File: config.mk
export PLATFORM = sky130hd
export DESIGN_NAME = add_mop_seq_ctrl_flat
export DESIGN_NICKNAME = d
export VERILOG_FILES = /design/src/rtl/add_mop_seq_ctrl_if.sv /design/src/rtl/add_mop_seq_ctrl.sv /design/src/flat_wrapper.sv
export SDC_FILE = /design/constraint.sdc
export NUM_CORES = 1
export LEC_CHECK = 0
export BUFFER_PORTS_ARGS = -buffer_cell sky130_fd_sc_hd__buf_2
export CAP_MARGIN = 40
export CORE_MARGIN = 8
export CORE_UTILIZATION = 50
export DETAILED_ROUTE_END_ITERATION = 12
export PLACE_DENSITY = 0.72
export SYNTH_ARGS = -nofsm -noshare
export SYNTH_HDL_FRONTEND = slang
export SYNTH_SLANG_ARGS = --single-unit
File: constraint.sdc
create_clock -name clk_i -period 5.4 [get_ports clk_i]
set_input_delay 0 -clock clk_i [delete_from_list [all_inputs] [get_ports clk_i]]
set_output_delay 0 -clock clk_i [all_outputs]
set_load 0.1 [all_outputs]
File: src/rtl/add_mop_seq_ctrl_if.sv
// rtl/add_mop_seq_ctrl_if.sv - operand and result stream bundle for add_mop_seq_ctrl
//
// Purpose: groups the operand input stream and the result output stream of
// add_mop_seq_ctrl into a single interface. Signal suffixes are taken from
// the controller's point of view.
//
// Signals:
//   op_valid_i   operand beat valid (producer -> controller)
//   op_ready_o   operand beat accepted when high with op_valid_i
//   op_data_i    lanes*width operand bits, lane k at [k*width +: width]
//   res_valid_o  result valid (controller -> consumer)
//   res_ready_i  result consumed when high with res_valid_o
//   res_o        width-bit result
//
// Modports:
//   slave   controller side (add_mop_seq_ctrl)
//   master  operand producer / result consumer side

interface add_mop_seq_ctrl_if #(
    parameter int width = 16,
    parameter int lanes = 2
) ();

    logic                     op_valid_i;
    logic                     op_ready_o;
    logic [lanes*width-1:0]   op_data_i;
    logic                     res_valid_o;
    logic                     res_ready_i;
    logic [width-1:0]         res_o;

    modport slave (
        input  op_valid_i,
        input  op_data_i,
        output op_ready_o,
        output res_valid_o,
        input  res_ready_i,
        output res_o
    );

    modport master (
        output op_valid_i,
        output op_data_i,
        input  op_ready_o,
        input  res_valid_o,
        output res_ready_i,
        input  res_o
    );

endinterface

File: src/rtl/add_mop_seq_ctrl.sv
// rtl/add_mop_seq_ctrl.sv - sequential multi-operand carry-save accumulator controller
//
// Purpose: accepts a job of count_i operand beats, each beat carrying `lanes`
// operands, and folds every beat into a carry-save pair (s_q, c_q) with one
// combinational compressor of depth lanes+2. After the last beat a single
// carry-propagate add produces the modulo-2^width result, which is held on a
// valid/ready output until consumed. All arithmetic wraps mod 2^width.
//
// Parameters:
//   width      operand/result width in bits
//   lanes      operands per beat (2 or more)
//   cnt_width  width of the remaining-beat counter
//
// Ports:
//   clk_i      clock
//   rst_i      synchronous active-high reset
//   start_i    start a job (sampled only in IDLE)
//   count_i    number of beats in the job (sampled with start_i)
//   abort_i    drop the current job (only with ADD_MOP_SEQ_ABORT_EN)
//   busy_o     high whenever the controller is not in IDLE
//   bus        operand/result streams (add_mop_seq_ctrl_if.slave)
//
// Build option:
//   ADD_MOP_SEQ_ABORT_EN  adds abort_i; abort in ACCUM or RESOLVE returns to
//                         IDLE without producing a result.

// Carry-save compressor: reduces `depth` operands to a sum/carry pair whose
// arithmetic sum equals the sum of all operands mod 2^width. Built as a
// linear chain of 3:2 compressors; the carry out of the MSB is dropped.
module add_mop_csv #(
    parameter int width = 16,
    parameter int depth = 4
) (
    input  logic [depth*width-1:0] ops_i,
    output logic [width-1:0]       sum_o,
    output logic [width-1:0]       carry_o
);

    logic [width-1:0] s_v;
    logic [width-1:0] c_v;
    logic [width-1:0] x_v;
    logic [width-1:0] maj_v;

    always_comb begin
        s_v   = ops_i[0 +: width];
        c_v   = ops_i[width +: width];
        x_v   = '0;
        maj_v = '0;
        for (int k = 2; k < depth; k++) begin
            x_v   = ops_i[k*width +: width];
            maj_v = (s_v & c_v) | (s_v & x_v) | (c_v & x_v);
            s_v   = s_v ^ c_v ^ x_v;
            // Shifting the majority vector left discards the MSB carry,
            // which is exactly the mod 2^width wrap.
            c_v   = maj_v << 1;
        end
        sum_o   = s_v;
        carry_o = c_v;
    end

endmodule

module add_mop_seq_ctrl #(
    parameter int width     = 16,
    parameter int lanes     = 2,
    parameter int cnt_width = 8
) (
    input  logic                 clk_i,
    input  logic                 rst_i,
    input  logic                 start_i,
    input  logic [cnt_width-1:0] count_i,
`ifdef ADD_MOP_SEQ_ABORT_EN
    input  logic                 abort_i,
`endif
    output logic                 busy_o,
    add_mop_seq_ctrl_if.slave    bus
);

    localparam int depth = lanes + 2;

    typedef enum logic [1:0] {
        IDLE    = 2'd0,
        ACCUM   = 2'd1,
        RESOLVE = 2'd2,
        DONE    = 2'd3
    } state_t;

    state_t               state_q;
    logic [width-1:0]     s_q;
    logic [width-1:0]     c_q;
    logic [width-1:0]     res_q;
    logic [cnt_width-1:0] cnt_q;
    logic                 op_ready_q;
    logic                 res_valid_q;
    logic                 busy_q;

    // Next carry-save pair for the beat currently on the bus.
    logic [width-1:0]     s_d;
    logic [width-1:0]     c_d;
    logic                 beat_fire;
    logic                 abort_hit;

    add_mop_csv #(
        .width (width),
        .depth (depth)
    ) u_csv (
        .ops_i   ({c_q, s_q, bus.op_data_i}),
        .sum_o   (s_d),
        .carry_o (c_d)
    );

`ifdef ADD_MOP_SEQ_ABORT_EN
    // Abort only has an effect while a job is being accumulated or resolved.
    assign abort_hit = abort_i && ((state_q == ACCUM) || (state_q == RESOLVE));
    // A beat in the abort cycle must not be consumed, so ready is masked.
    assign bus.op_ready_o = op_ready_q & ~abort_hit;
`else
    assign abort_hit      = 1'b0;
    assign bus.op_ready_o = op_ready_q;
`endif

    assign beat_fire       = bus.op_valid_i & bus.op_ready_o;
    assign bus.res_valid_o = res_valid_q;
    assign bus.res_o       = res_q;
    assign busy_o          = busy_q;

    // Single FSM process. The output flags are registered alongside the
    // state so that each one is high exactly when the matching state is.
    always_ff @(posedge clk_i) begin
        if (rst_i) begin
            state_q     <= IDLE;
            s_q         <= '0;
            c_q         <= '0;
            res_q       <= '0;
            cnt_q       <= '0;
            op_ready_q  <= 1'b0;
            res_valid_q <= 1'b0;
            busy_q      <= 1'b0;
        end else if (abort_hit) begin
            state_q     <= IDLE;
            s_q         <= '0;
            c_q         <= '0;
            cnt_q       <= '0;
            op_ready_q  <= 1'b0;
            res_valid_q <= 1'b0;
            busy_q      <= 1'b0;
        end else begin
            case (state_q)
                IDLE: begin
                    if (start_i) begin
                        s_q    <= '0;
                        c_q    <= '0;
                        busy_q <= 1'b1;
                        if (count_i != '0) begin
                            cnt_q      <= count_i;
                            state_q    <= ACCUM;
                            op_ready_q <= 1'b1;
                        end else begin
                            // Empty job: resolve the cleared state straight away.
                            state_q <= RESOLVE;
                        end
                    end
                end

                ACCUM: begin
                    if (beat_fire) begin
                        s_q   <= s_d;
                        c_q   <= c_d;
                        cnt_q <= cnt_q - cnt_width'(1);
                        if (cnt_q == cnt_width'(1)) begin
                            state_q    <= RESOLVE;
                            op_ready_q <= 1'b0;
                        end
                    end
                end

                RESOLVE: begin
                    res_q       <= s_q + c_q;
                    state_q     <= DONE;
                    res_valid_q <= 1'b1;
                end

                DONE: begin
                    if (bus.res_ready_i) begin
                        state_q     <= IDLE;
                        res_valid_q <= 1'b0;
                        busy_q      <= 1'b0;
                    end
                end

                default: begin
                    state_q     <= IDLE;
                    op_ready_q  <= 1'b0;
                    res_valid_q <= 1'b0;
                    busy_q      <= 1'b0;
                end
            endcase
        end
    end

endmodule
File: src/flat_wrapper.sv
// flat-port wrapper written by rule: the top's interface ports become plain ports
module add_mop_seq_ctrl_flat 
#(
    parameter int width     = 16,
    parameter int lanes     = 2,
    parameter int cnt_width = 8
)
  (clk_i, rst_i, start_i, count_i, busy_o, bus_op_valid_i, bus_op_data_i, bus_op_ready_o, bus_res_valid_o, bus_res_ready_i, bus_res_o);
  add_mop_seq_ctrl_if #(.width(width), .lanes(lanes)) bus_i ();
  input  logic clk_i;
  input  logic rst_i;
  input  logic start_i;
  input  logic [cnt_width-1:0] count_i;
  output logic busy_o;
  input wire logic [$bits(bus_i.op_valid_i)-1:0] bus_op_valid_i;
  input wire logic [$bits(bus_i.op_data_i)-1:0] bus_op_data_i;
  output wire logic [$bits(bus_i.op_ready_o)-1:0] bus_op_ready_o;
  output wire logic [$bits(bus_i.res_valid_o)-1:0] bus_res_valid_o;
  input wire logic [$bits(bus_i.res_ready_i)-1:0] bus_res_ready_i;
  output wire logic [$bits(bus_i.res_o)-1:0] bus_res_o;
  assign bus_i.op_valid_i = bus_op_valid_i;
  assign bus_i.op_data_i = bus_op_data_i;
  assign bus_op_ready_o = bus_i.op_ready_o;
  assign bus_res_valid_o = bus_i.res_valid_o;
  assign bus_i.res_ready_i = bus_res_ready_i;
  assign bus_res_o = bus_i.res_o;
  add_mop_seq_ctrl #(.width(width), .lanes(lanes), .cnt_width(cnt_width)) u_core (.clk_i(clk_i), .rst_i(rst_i), .start_i(start_i), .count_i(count_i), .busy_o(busy_o), .bus(bus_i));
endmodule
======== Yosys cells after proc, flatten, opt, wreduce, memory -nomap -nowiden ========
Index checks and enable logic that the tools add are counted.
operators by class
  add/subtract/negate cells ............... 2
  eq/ne operators ......................... 9
  multiplexer cells ....................... 24
  bitwise operators ....................... 15
  reduce and logical (&&, ||, !) cells .... 11
operator list
  cell                                               count
  AND 15 bit                                         6
  case mux 16 bit (2 select lines)                   2
  bitwise XOR 16 bit                                 4
  OR 15 bit                                          4
  2-to-1 mux 16 bit                                  3
  2-to-1 mux 8 bit                                   3
  adder 16 bit                                       1
  case mux 8 bit (2 select lines)                    1
  2-to-1 mux 2 bit                                   5
  == test 8 x 1 -> 1 bit (second input constant)     1
  case mux 2 bit (4 select lines)                    1
  AND reduction 4 bit                                2
  nonzero test 8 bit                                 1
  subtractor 8 x 1 -> 8 bit (second input constant)  1
  2-to-1 mux 1 bit                                   6
  != test 2 x 1 -> 1 bit (second input constant)     3
  case mux 1 bit (2 select lines)                    3
  AND reduction 3 bit                                2
  nonzero test 2 bit                                 3
  AND reduction 5 bit                                1
  == test 2 bit (second input constant)              2
  != test 2 bit (second input constant)              2
  == test 2 x 1 -> 1 bit (second input constant)     1
  zero test 2 bit                                    1
  other kinds (2)                                    2
word-level totals
  register bits ........................... 61
  bits of input ports ..................... 45
  output and inout port bits .............. 19
  word-level logic and storage cells ...... 69

======== Depth between registers and ports, before layout ========
Gate-level depths: netlist of the first run.
  word-level depth ........................ 8
  mapped depth ............................ 10
  depth with buffers taken out ............ 8

======== By module ========
Synthesis of the first run repeated with hierarchy kept, for this count alone.
second synthesis, totals
  cell total of the unflattened synthesis .. 408
  area, all modules ....................... 3802.4 µm²
by module, submodules not included
  module            instances  cells an instance  area an instance (µm²)
  add_mop_seq_ctrl  1          373                3158.0
  add_mop_csv       1          35                 644.4

======== Worst setup path before layout of the first run ========
OpenSTA, ideal clock, no wires.
  kind .................................... reg-to-reg
  from .................................... reg u_core.op_ready_q (netlist: u_core.bus.op_ready_o)
  to ...................................... reg u_core.state_q[0]
  library setup time ...................... 67 ps
  data arrival time ....................... 2141 ps
  setup slack ............................. 3192 ps
  stages on the path, launching flop included .. 6
  buffers on the path ..................... 0
  clock period less this slack ............ 2208 ps
  cell sequence ........................... dfxtp_1 > nand4b_1 > or3_1 > a221o_1 > or2_1 > a21oi_2
on the way
  word-level cells in the longest chain between the ends .. 3
RTL lines
  element                                  RTL line                 text
  start, declared                          add_mop_seq_ctrl.sv:93   logic op_ready_q;
  start signal, assigned                   add_mop_seq_ctrl.sv:136  op_ready_q <= 1'b0;
  start signal, assigned                   add_mop_seq_ctrl.sv:144  op_ready_q <= 1'b0;
  start signal, assigned                   add_mop_seq_ctrl.sv:157  op_ready_q <= 1'b1;
  AND 1 bit                                add_mop_seq_ctrl.sv:122  assign beat_fire = bus.op_valid_i & bus.op_ready_o;
  != test 2 x 1 -> 1 bit (no source line)  -
  AND reduction 4 bit (no source line)     -
  end signal, assigned                     add_mop_seq_ctrl.sv:131  state_q <= IDLE;
  end signal, assigned                     add_mop_seq_ctrl.sv:140  state_q <= IDLE;
  end signal, assigned                     add_mop_seq_ctrl.sv:156  state_q <= ACCUM;
  end, declared                            add_mop_seq_ctrl.sv:88   state_t state_q;
No other way between the ends.
A chain may end at the register's enable or synchronous reset.

======== Final worst setup path of the first run ========
  from .................................... reg u_core.state_q[1]
  to ...................................... reg u_core.cnt_q[5]
on the way
  word-level cells in the longest chain between the ends .. 3
  elaborated cells on any way between the ends .. 8
  those cells by class .................... 4 x eq/ne; 1 x mux; 3 x reduce/logical
RTL lines
  element                                                          RTL line                 text
  == test 2 x 1 -> 1 bit or zero test 2 bit (tied branches)        add_mop_seq_ctrl.sv:148  case (state_q)
  != test 2 x 1 -> 1 bit (no source line) (tied with other cells)  -
  AND reduction 4 bit (no source line)                             -
  end signal, assigned                                             add_mop_seq_ctrl.sv:155  cnt_q <= count_i;
  end signal, assigned                                             add_mop_seq_ctrl.sv:169  cnt_q <= cnt_q - cnt_width'(1);
  end, declared                                                    add_mop_seq_ctrl.sv:92   logic [cnt_width-1:0] cnt_q;
Several ways; a longest one is shown, not always the timed one.

==> summary.txt, run 1 <==
Pre-antenna DRT Iters - 4
Reg2Reg Depth - 7
Synth area leader - dfxtp_1
DR WL/cell - 13.1 um
Final Hold Vio Count - 0
Final Cycle Share - 0.490
Worst slew pin tran - 0.657 ns
Worst-path clk slew - 0.06 ns
Layout cell share with drive strength beyond 1 - 0.160
Slowest stage delay, CP - 0.60 ns
Post-route DRC - 0
Clock Tree Buf Depth - 2
PortBufs - 63
Status - complete, no violations
Root Driver - clkbuf_8
Chip Width - 103 um
LEAKAGE - 1.90 nW
EDFF count, synth - 0
Syn nets - 552
# resized after CTS - 0
Data required, critical path - 5.65 ns
Synth cell types - 44
Power Density - 368 nW/um2
DRT antenna net count - 0
Worst path cell trace - inv_1, ha_1, nand3_1, a21o_1, nor2b_1, a21oi_1, a211oi_1
XOR/XNOR share of the synthesized area - 0.0324
Drt initial violations - 140
Vias - 3180
Delay-heaviest family, CP - simple AND/OR/NAND/NOR gates
Fin Hold WS - 0.0253 ns
Worst EP arrival - 2.90 ns
Avg Synthesized Cell Area - 8.26 um2
Vias per cell - 5.10
Crit end category - register
Ports - 64
GP Congestion - 0.847
Routed WL - 8190 um
Largest family of logic cells by synthesized area - adder cells
RSZ-0062 raised after global routing - false
Top_reg_cell synth - dfxtp_1
Total GRT Usage - 0.164
F_max - 378 MHz
Layout Skew - 0.00693 ns
CP Launch Type - register
Yosys top cell area share - 0.312
Minimum clock period - 2.65 ns
Compound-gate portion of the synthesized area - 0.151
Mapped Area - 3780 um2
Hold Path Depth - 3
Seq. cell area - 1180 um2
Die area - 10600 um2
Cells after Synth - 458
Vias in the first global route - 3170
Area share of and/or/nand/nor cells after synthesis - 0.180
CTS sink cnt - 59
First-pass GRT wire length - 13900 um
Overflow after GRT - 0
Worst-path maximum fanout - 18
Slew Viols, Final - 0
Rows - 31
Setup violators final - 0
Seq cells post-synth - 59
Detailed-placement wirelength estimate - 6280 um
# fillers - 688
Post-synthesis mux area share - 0.0265
Setup TNS - 0 ns
HP Class - input pin to register
Most numerous cell in the Yosys netlist - nor2_1
Yosys warnings - 0
Chip height - 103 um
Most frequent cells after synthesis - nor2_1, inv_1, dfxtp_1, a21oi_1, fa_1
Core area - 7290 um2
Slew HR - 0.561
Multi-input logic area - 2310 um2
CTS tree - built
Ys async rst share - 0
Most area-consuming cells after synthesis - dfxtp_1, fa_1, nor2_1
Diode count - 0
Worst Path Buf+Inv - 1
CTS Buf Count - 9
Largest net degree at the start of global routing - 41
NumNets Final - 613
Skew-Pair Late Insertion Delay - 0.34 ns
Register area share after synthesis - 0.312
Initial Utilization - 0.519
CP Depth - 7
Worst path slowest cell - nor2b_1
Htree depth - 3
Setup CP Type - register to register
Peak supply drop - 190 uV
Post-Synth Adder-Cell Area - 0.220
Max-Cap Viols - 0
Initial antenna violation count - 0
P&R area growth vs syn - 16.6%
[tightest hold or removal path, stage by stage]
cell	delay, ns
buf_2	0.09
o211ai_1	0.10
a21oi_1	0.13
[final cells by class]
cell class | instances | area share
multi-input combinational | 320 | 0.523
sequential | 59 | 0.268
timing repair buffer | 68 | 0.0902
inverter | 61 | 0.0519
clock buffer | 14 | 0.0369
tap | 99 | 0.0281
clock inverter | 2 | 0.00227
[path summary, 6_finish.rpt]
| kind | start | endpoint | slack (ns) |
|---|---|---|---|
| setup / recovery | u_core.state_q[1]$_SDFFE_PP0P_ | u_core.cnt_q[5]$_SDFFE_PP0P_ | 2.75 |
| hold reg to reg | u_core.bus.res_o[14]$_SDFFE_PP0P_ | u_core.bus.res_o[14]$_SDFFE_PP0P_ | 0.45 |
| hold / removal | count_i[1] | u_core.cnt_q[1]$_SDFFE_PP0P_ | 0.03 |
| setup reg to reg | u_core.state_q[1]$_SDFFE_PP0P_ | u_core.cnt_q[5]$_SDFFE_PP0P_ | 2.75 |
[cell families (layout without fill, tap and decap cells)]
kind of cell / after synthesis / count (layout)
AND/OR/NAND/NOR: 151 / 151
AO/OA/AOI/OAI: 96 / 96
buffers and inverters: 79 / 145
flip-flops: 59 / 59
adder cells (fa/ha/maj): 49 / 49
XOR/XNOR: 14 / 14
multiplexers: 10 / 10
[metal layers]
layer	wire, um	global-route usage	vias up	share of wire
met2	3800	0.259	75	0.46
li1	-	-	1622	-
met5	0	0	-	0
met4	78	0.0679	0	0.0095
met1	3860	0.215	1475	0.47
met3	445	0.0304	8	0.054
[power by group]
group          internal, W  switching (W)  total (W)  leakage (nW)
clock network     0.000191       0.000168   0.000359        0.0905
registers         0.000488      0.0000455   0.000534         0.478
logic             0.000266       0.000463   0.000728          1.33
[cell usage in the layout, fill, tap and decap left out, types with 3 or more instances in the layout]
cell type / synthesis / layout
nor2_1: 82 / 82
buf_2: 0 / 63
inv_1: 61 / 61
dfxtp_1: 59 / 59
a21oi_1: 46 / 46
fa_1: 29 / 29
nand2_1: 27 / 27
ha_1: 20 / 20
o21ai_0: 15 / 15
clkbuf_8: 0 / 11
xnor2_1: 10 / 10
mux2i_1: 10 / 10
a22oi_1: 7 / 7
nand3_1: 6 / 6
nand2b_1: 5 / 5
o211ai_1: 5 / 5
nor3_1: 5 / 5
a21o_1: 4 / 4
nor2b_1: 4 / 4
xor2_1: 4 / 4
a31oi_1: 4 / 4
a211oi_1: 3 / 3
or3_1: 3 / 3
nand4_1: 3 / 3
nand4b_1: 3 / 3
clkbuf_1: 18 / 3
[registers in the layout, summed over array words and instances (netlist names)]
register / flops
u_core.s_q: 16
u_core.bus.res_valid_o: 1
u_core.bus.res_o: 16
u_core.cnt_q: 8
u_core.bus.op_ready_o: 1
u_core.state_q: 2
u_core.busy_o: 1
u_core.c_q: 14
[per-stage QoR]
stage / area, um2 / setup slack [ns] / total power (W) / utilization / instances
floorplan: 3780 / 3.19 / 0.00108 / - / 458
global placement: 4160 / 2.67 / 0.00119 / 0.570 / 602
detailed placement: 4220 / 2.78 / 0.00126 / 0.578 / 605
CTS: 4410 / 2.79 / 0.00163 / 0.605 / 623
global route: 4410 / 2.48 / 0.00174 / 0.605 / 623
finish: 4410 / 2.75 / 0.00162 / 0.605 / 623
[timing repair]
| action | CTS | global route |
|---|---|---|
| buffers inserted | 0 | 0 |
| hold endpoints to repair | 1 | 0 |
| hold buffers | 2 | 0 |
No activity file was read; power rests on OpenSTA's default activity.
==> inputs of run 2 (changes only) <==
==> constraint.sdc (replaced) <==
create_clock -name clk_i -period 2.6 [get_ports clk_i]
set_input_delay 0 -clock clk_i [delete_from_list [all_inputs] [get_ports clk_i]]
set_output_delay 0 -clock clk_i [all_outputs]
set_load 0.1 [all_outputs]
==> run 2 against run 1 <==
Fmax is 23% higher. Flip-flop and latch count stayed put. Sequential share of layout area grew 0.15 points. Highest routed layer unchanged. Clock power is 110% higher. Die area is the same. Routed wire length is 0.73% higher. Register-to-register slack got worse by 2.3 ns. Critical path type unchanged. Non-clock buffer count grew 2. Cell count is 0.32% higher. Clock-buffer cell count unchanged. Sequential power rose by 110%. Power is 100% higher.
==> summary.txt, run 2 (synthesis gave the netlist of run 1 again) <==
Slew HR - 0.587
Vias per cell - 5.16
Minimum clock period - 2.15 ns
Total GRT Usage - 0.167
Reg2Reg Depth - 6
Largest net degree at the start of global routing - 34
Peak supply drop - 367 uV
Hold Path Depth - 3
Layout Skew - 0.00565 ns
DR WL/cell - 13.2 um
Crit end category - register
M3 GR Usage - 0.0331
CTS Buf Count - 9
Met2 Use GR - 0.274
Detailed-placement wirelength estimate - 6270 um
Chip height - 103 um
Worst slew pin tran - 0.619 ns
Vias in the first global route - 3210
Post-route DRC - 0
HP Class - input pin to register
LEAKAGE - 1.90 nW
Skew-Pair Late Insertion Delay - 0.33 ns
Routing usage on met1 - 0.209
Rows - 31
Root Driver - clkbuf_8
Initial antenna violation count - 0
F_max - 464 MHz
Vias - 3223
Most frequent cells in the layout - nor2_1, buf_2, inv_1
Max-Cap Viols - 0
Setup Buffers After CTS - 0
Setup CP Type - register to register
Layout cell share with drive strength beyond 1 - 0.163
PortBufs - 63
Clock Tree Buf Depth - 2
CTS tree - built
GP Congestion - 0.856
DRT antenna net count - 0
Overflow after GRT - 0
Setup TNS - 0 ns
First-pass GRT wire length - 14100 um
CTS sink cnt - 59
Final Hold Vio Count - 0
Dpl cells - 607
Multi-input logic area - 2310 um2
Setup violators final - 0
Commonest non-fill, non-tap cell in the layout - nor2_1
NumNets Final - 615
RSZ-0062 raised after global routing - false
Seq. cell area - 1180 um2
Diode count - 0
Ports - 64
P&R area growth vs syn - 15.9%
Die area - 10600 um2
Core area - 7290 um2
Power Density - 755 nW/um2
Htree depth - 3
Worst EP arrival - 2.37 ns
Drt initial violations - 126
# fillers - 691
Data required, critical path - 2.81 ns
Worst-path maximum fanout - 6
Routed WL - 8250 um
Final Non-Filler Cells - 625
Status - complete, no violations
Initial Utilization - 0.519
CP Launch Type - register
Slew Viols, Final - 0
Top Usage Layer GRT - met2
Worst-path clk slew - 0.07 ns
Chip Width - 103 um
Final Cycle Share - 0.828
Pre-antenna DRT Iters - 4
==> run 2: cell count changes in the layout (fill, tap and decap cells not counted), sizes merged <==
cell and change:
buf +2
==> run 2: path summary, 6_finish.rpt <==
| path | startpoint | endpoint | slack (ns) |
|---|---|---|---|
| worst max register to register | u_core.c_q[6]$_SDFFE_PP0P_ | u_core.bus.res_o[11]$_SDFFE_PP0P_ | 0.45 |
| worst max-delay path | u_core.c_q[6]$_SDFFE_PP0P_ | u_core.bus.res_o[11]$_SDFFE_PP0P_ | 0.45 |
| worst min-delay path | count_i[1] | u_core.cnt_q[1]$_SDFFE_PP0P_ | 0.02 |
| worst min register to register | u_core.bus.res_o[14]$_SDFFE_PP0P_ | u_core.bus.res_o[14]$_SDFFE_PP0P_ | 0.46 |
==> run 2: where the power goes <==
| part | internal, W | switching, W |
|---|---|---|
| Clock | 0.000396 | 0.000348 |
| Sequential | 0.00101 | 0.0000928 |
| Combinational | 0.000509 | 0.000952 |
==> run 2: area by class of cell <==
cell class / count / share of cell area
Clock buffer: 14 / 0.0371
Clock inverter: 2 / 0.00228
Inverter: 61 / 0.0522
Multi-Input combinational cell: 320 / 0.526
Sequential cell: 59 / 0.269
Tap cell: 99 / 0.0282
Timing Repair Buffer: 70 / 0.0850
==> run 2: what timing repair did <==
action                                 CTS  global route
endpoints found under the hold margin    1             0
hold buffers                             2             0
gates resized for setup                  0             0
==> run 2: worst max-delay path, stage by stage (launching register included) <==
cell	delay (ns)
dfxtp_1	0.33
ha_1	0.37
a21oi_1	0.21
and3_1	0.23
o221ai_1	0.26
and4b_1	0.29
or3_1	0.35
==> run 2: metrics by stage <==
step | setup slack [ns] | hold slack, ns | utilization | instance area, um2 | power [W]
after floorplan | 0.392 | 0.201 | - | 3780 | 0.00224
after global placement | 0.529 | 0.321 | 0.575 | 4190 | 0.00255
after detailed placement | 0.456 | 0.338 | 0.575 | 4190 | 0.00258
after CTS | 0.450 | 0.00599 | 0.601 | 4390 | 0.00334
after global routing | 0.285 | 0.0529 | 0.601 | 4390 | 0.00355
final | 0.446 | 0.0188 | 0.601 | 4390 | 0.00331
==> run 2: metal layers <==
metal / vias up / share of wire / wire length, um
li1: 1633 / - / -
met1: 1516 / 0.47 / 3860
met2: 64 / 0.47 / 3860
met3: 10 / 0.045 / 375
met4: 0 / 0.017 / 144
met5: - / 0 / 0
==> inputs of run 3 (changes only) <==
==> constraint.sdc (replaced) <==
create_clock -name clk_i -period 2 [get_ports clk_i]
set_input_delay 0 -clock clk_i [delete_from_list [all_inputs] [get_ports clk_i]]
set_output_delay 0 -clock clk_i [all_outputs]
set_load 0.1 [all_outputs]
==> run 3 against run 2 <==
Highest routed layer unchanged. Largest cell class unchanged. Critical endpoint is now u_core.state_q[0]$_SDFFE_PP0P_. Global-route usage grew 1.0 points. Routed wire length grew 6.7%. Sequential share of layout area shrank 1.2 points. Fmax grew 11%. Die area is the same. Final area grew 4.8%. Register-to-register slack lost 0.39 ns. Largest power group unchanged. Clock skew grew 0.00097 ns. Sequential power grew 29%.
==> summary.txt, run 3 (synthesis gave the netlist of run 1 again) <==
Status - complete, no violations
Worst-path clk slew - 0.07 ns
Pre-antenna DRT Iters - 4
PortBufs - 63
Final Hold Vio Count - 0
Overflow after GRT - 0
HP Class - input pin to register
Worst-path maximum fanout - 4
Commonest non-fill, non-tap cell in the layout - nor2_1
Placed cell area - 4340 um2
Vias in the first global route - 3304
Htree depth - 3
CP Launch Type - register
Final core occ - 0.630
Skew-Pair Late Insertion Delay - 0.34 ns
Slowest stage delay, CP - 0.52 ns
Slew Viols, Final - 0
Peak supply drop - 458 uV
CTS Buf Count - 9
DR WL/cell - 13.7 um
Fin area - 4600 um2
Initial antenna violation count - 0
Setup Buffers After CTS - 0
Data required, critical path - 2.28 ns
Vias - 3290
LEAKAGE - 2.00 nW
Vias per cell - 5.12
Chip height - 103 um
Worst path slowest cell - or4_4
Core area - 7290 um2
Layout Skew - 0.00663 ns
Dpl cells - 625
Worst r2r src - u_core.cnt_q[4]$_SDFFE_PP0P_
Drt initial violations - 127
Setup violators final - 0
NumNets Final - 633
Worst Path Buf+Inv - 0
Power Density - 1010 nW/um2
Worst slew pin tran - 0.538 ns
Slew HR - 0.642
Largest net degree at the start of global routing - 31
Ports - 64
Final Non-Filler Cells - 642
F_max - 514 MHz
Worst EP arrival - 2.22 ns
Minimum clock period - 1.95 ns
Max-Cap Viols - 0
First-pass GRT wire length - 14900 um
CTS sink cnt - 59
GP Congestion - 0.863
Crit end category - register
Worst setup margin - 0.0544 ns
Chip Width - 103 um
Layout cell share with drive strength beyond 1 - 0.210
Clock Tree Buf Depth - 2
Rows - 31
Dpl ws - -0.0307 ns
Total GRT Usage - 0.177
Crit path from - u_core.cnt_q[4]$_SDFFE_PP0P_
Post-route DRC - 0
RSZ-0062 raised after global routing - false
P&R area growth vs syn - 21.5%
Die area - 10600 um2
HP Start - count_i[1]
Most frequent cells in the layout - nor2_1, buf_2, inv_1
Fin Hold WS - 0.0215 ns
Initial Utilization - 0.519
Final Cycle Share - 0.973
Diode count - 0
Worst path cell trace - or4_4, or3_4, a221o_1, or2_1, a21oi_2
Root Driver - clkbuf_8
DRT antenna net count - 0
Routed WL - 8790 um
CTS tree - built
Delay-heaviest family, CP - simple AND/OR/NAND/NOR gates
Detailed-placement wirelength estimate - 6650 um
Setup CP Type - register to register
==> run 3: changes by cell type in the layout (fill, tap and decap cells not counted), sizes merged <==
cell and change:
buf +18, bufinv +1, clkbuf -1, clkinv -1
==> run 3: worst paths after layout <==
path | to | slack (ns) | cells past startpoint
max | u_core.state_q[0]$_SDFFE_PP0P_ | 0.05 | 5
min | u_core.cnt_q[1]$_SDFFE_PP0P_ | 0.02 | 3
max reg2reg | u_core.state_q[0]$_SDFFE_PP0P_ | 0.05 | 5
min reg2reg | u_core.cnt_q[1]$_SDFFE_PP0P_ | 0.48 | 2
==> run 3: area by class of cell <==
class	count	area [um2]
flip-flops and latches	59	1180
fillers	660	2700
clock buffers	13	159
multi-input cells	320	2340
repair buffers	88	520
well taps	99	124
clock inverters	2	35.0
inverters	61	229
==> run 3: metrics by stage <==
stage	power, W	setup TNS (ns)
after global placement	0.00350	0
after floorplan	0.00291	0
after detailed placement	0.00353	-0.0307
final	0.00465	0
after CTS	0.00465	0
after global routing	0.00496	0
==> run 3: layer usage <==
| layer | GRT usage | vias up | part of all wire |
|---|---|---|---|
| met5 | 0 | - | 0 |
| met1 | 0.222 | 1541 | 0.46 |
| li1 | - | 1658 | - |
| met3 | 0.0459 | 11 | 0.063 |
| met4 | 0.0578 | 0 | 0.013 |
| met2 | 0.290 | 80 | 0.46 |
==> run 3: report_power, final <==
part / total (W) / leakage (nW) / switching [W] / internal, W
registers: 0.00143 / 0.478 / 0.000105 / 0.00132
logic: 0.00212 / 1.43 / 0.00132 / 0.000801
clock network: 0.00110 / 0.0995 / 0.000468 / 0.000636
==> run 3: what timing repair did <==
action                                 in CTS  in global routing
gates resized for setup                     1                  9
pin swaps                                   0                  7
setup endpoints to repair                   2                  7
hold buffers                                2                  0
cloned                                      0                  0
endpoints found under the hold margin       1                  0
==> run 3: worst reg2reg max path, cell delays in order, from the launching register on <==
cell	delay [ns]
dfxtp_2	0.32
or4_4	0.52
or3_4	0.34
a221o_1	0.37
or2_1	0.23
a21oi_2	0.10
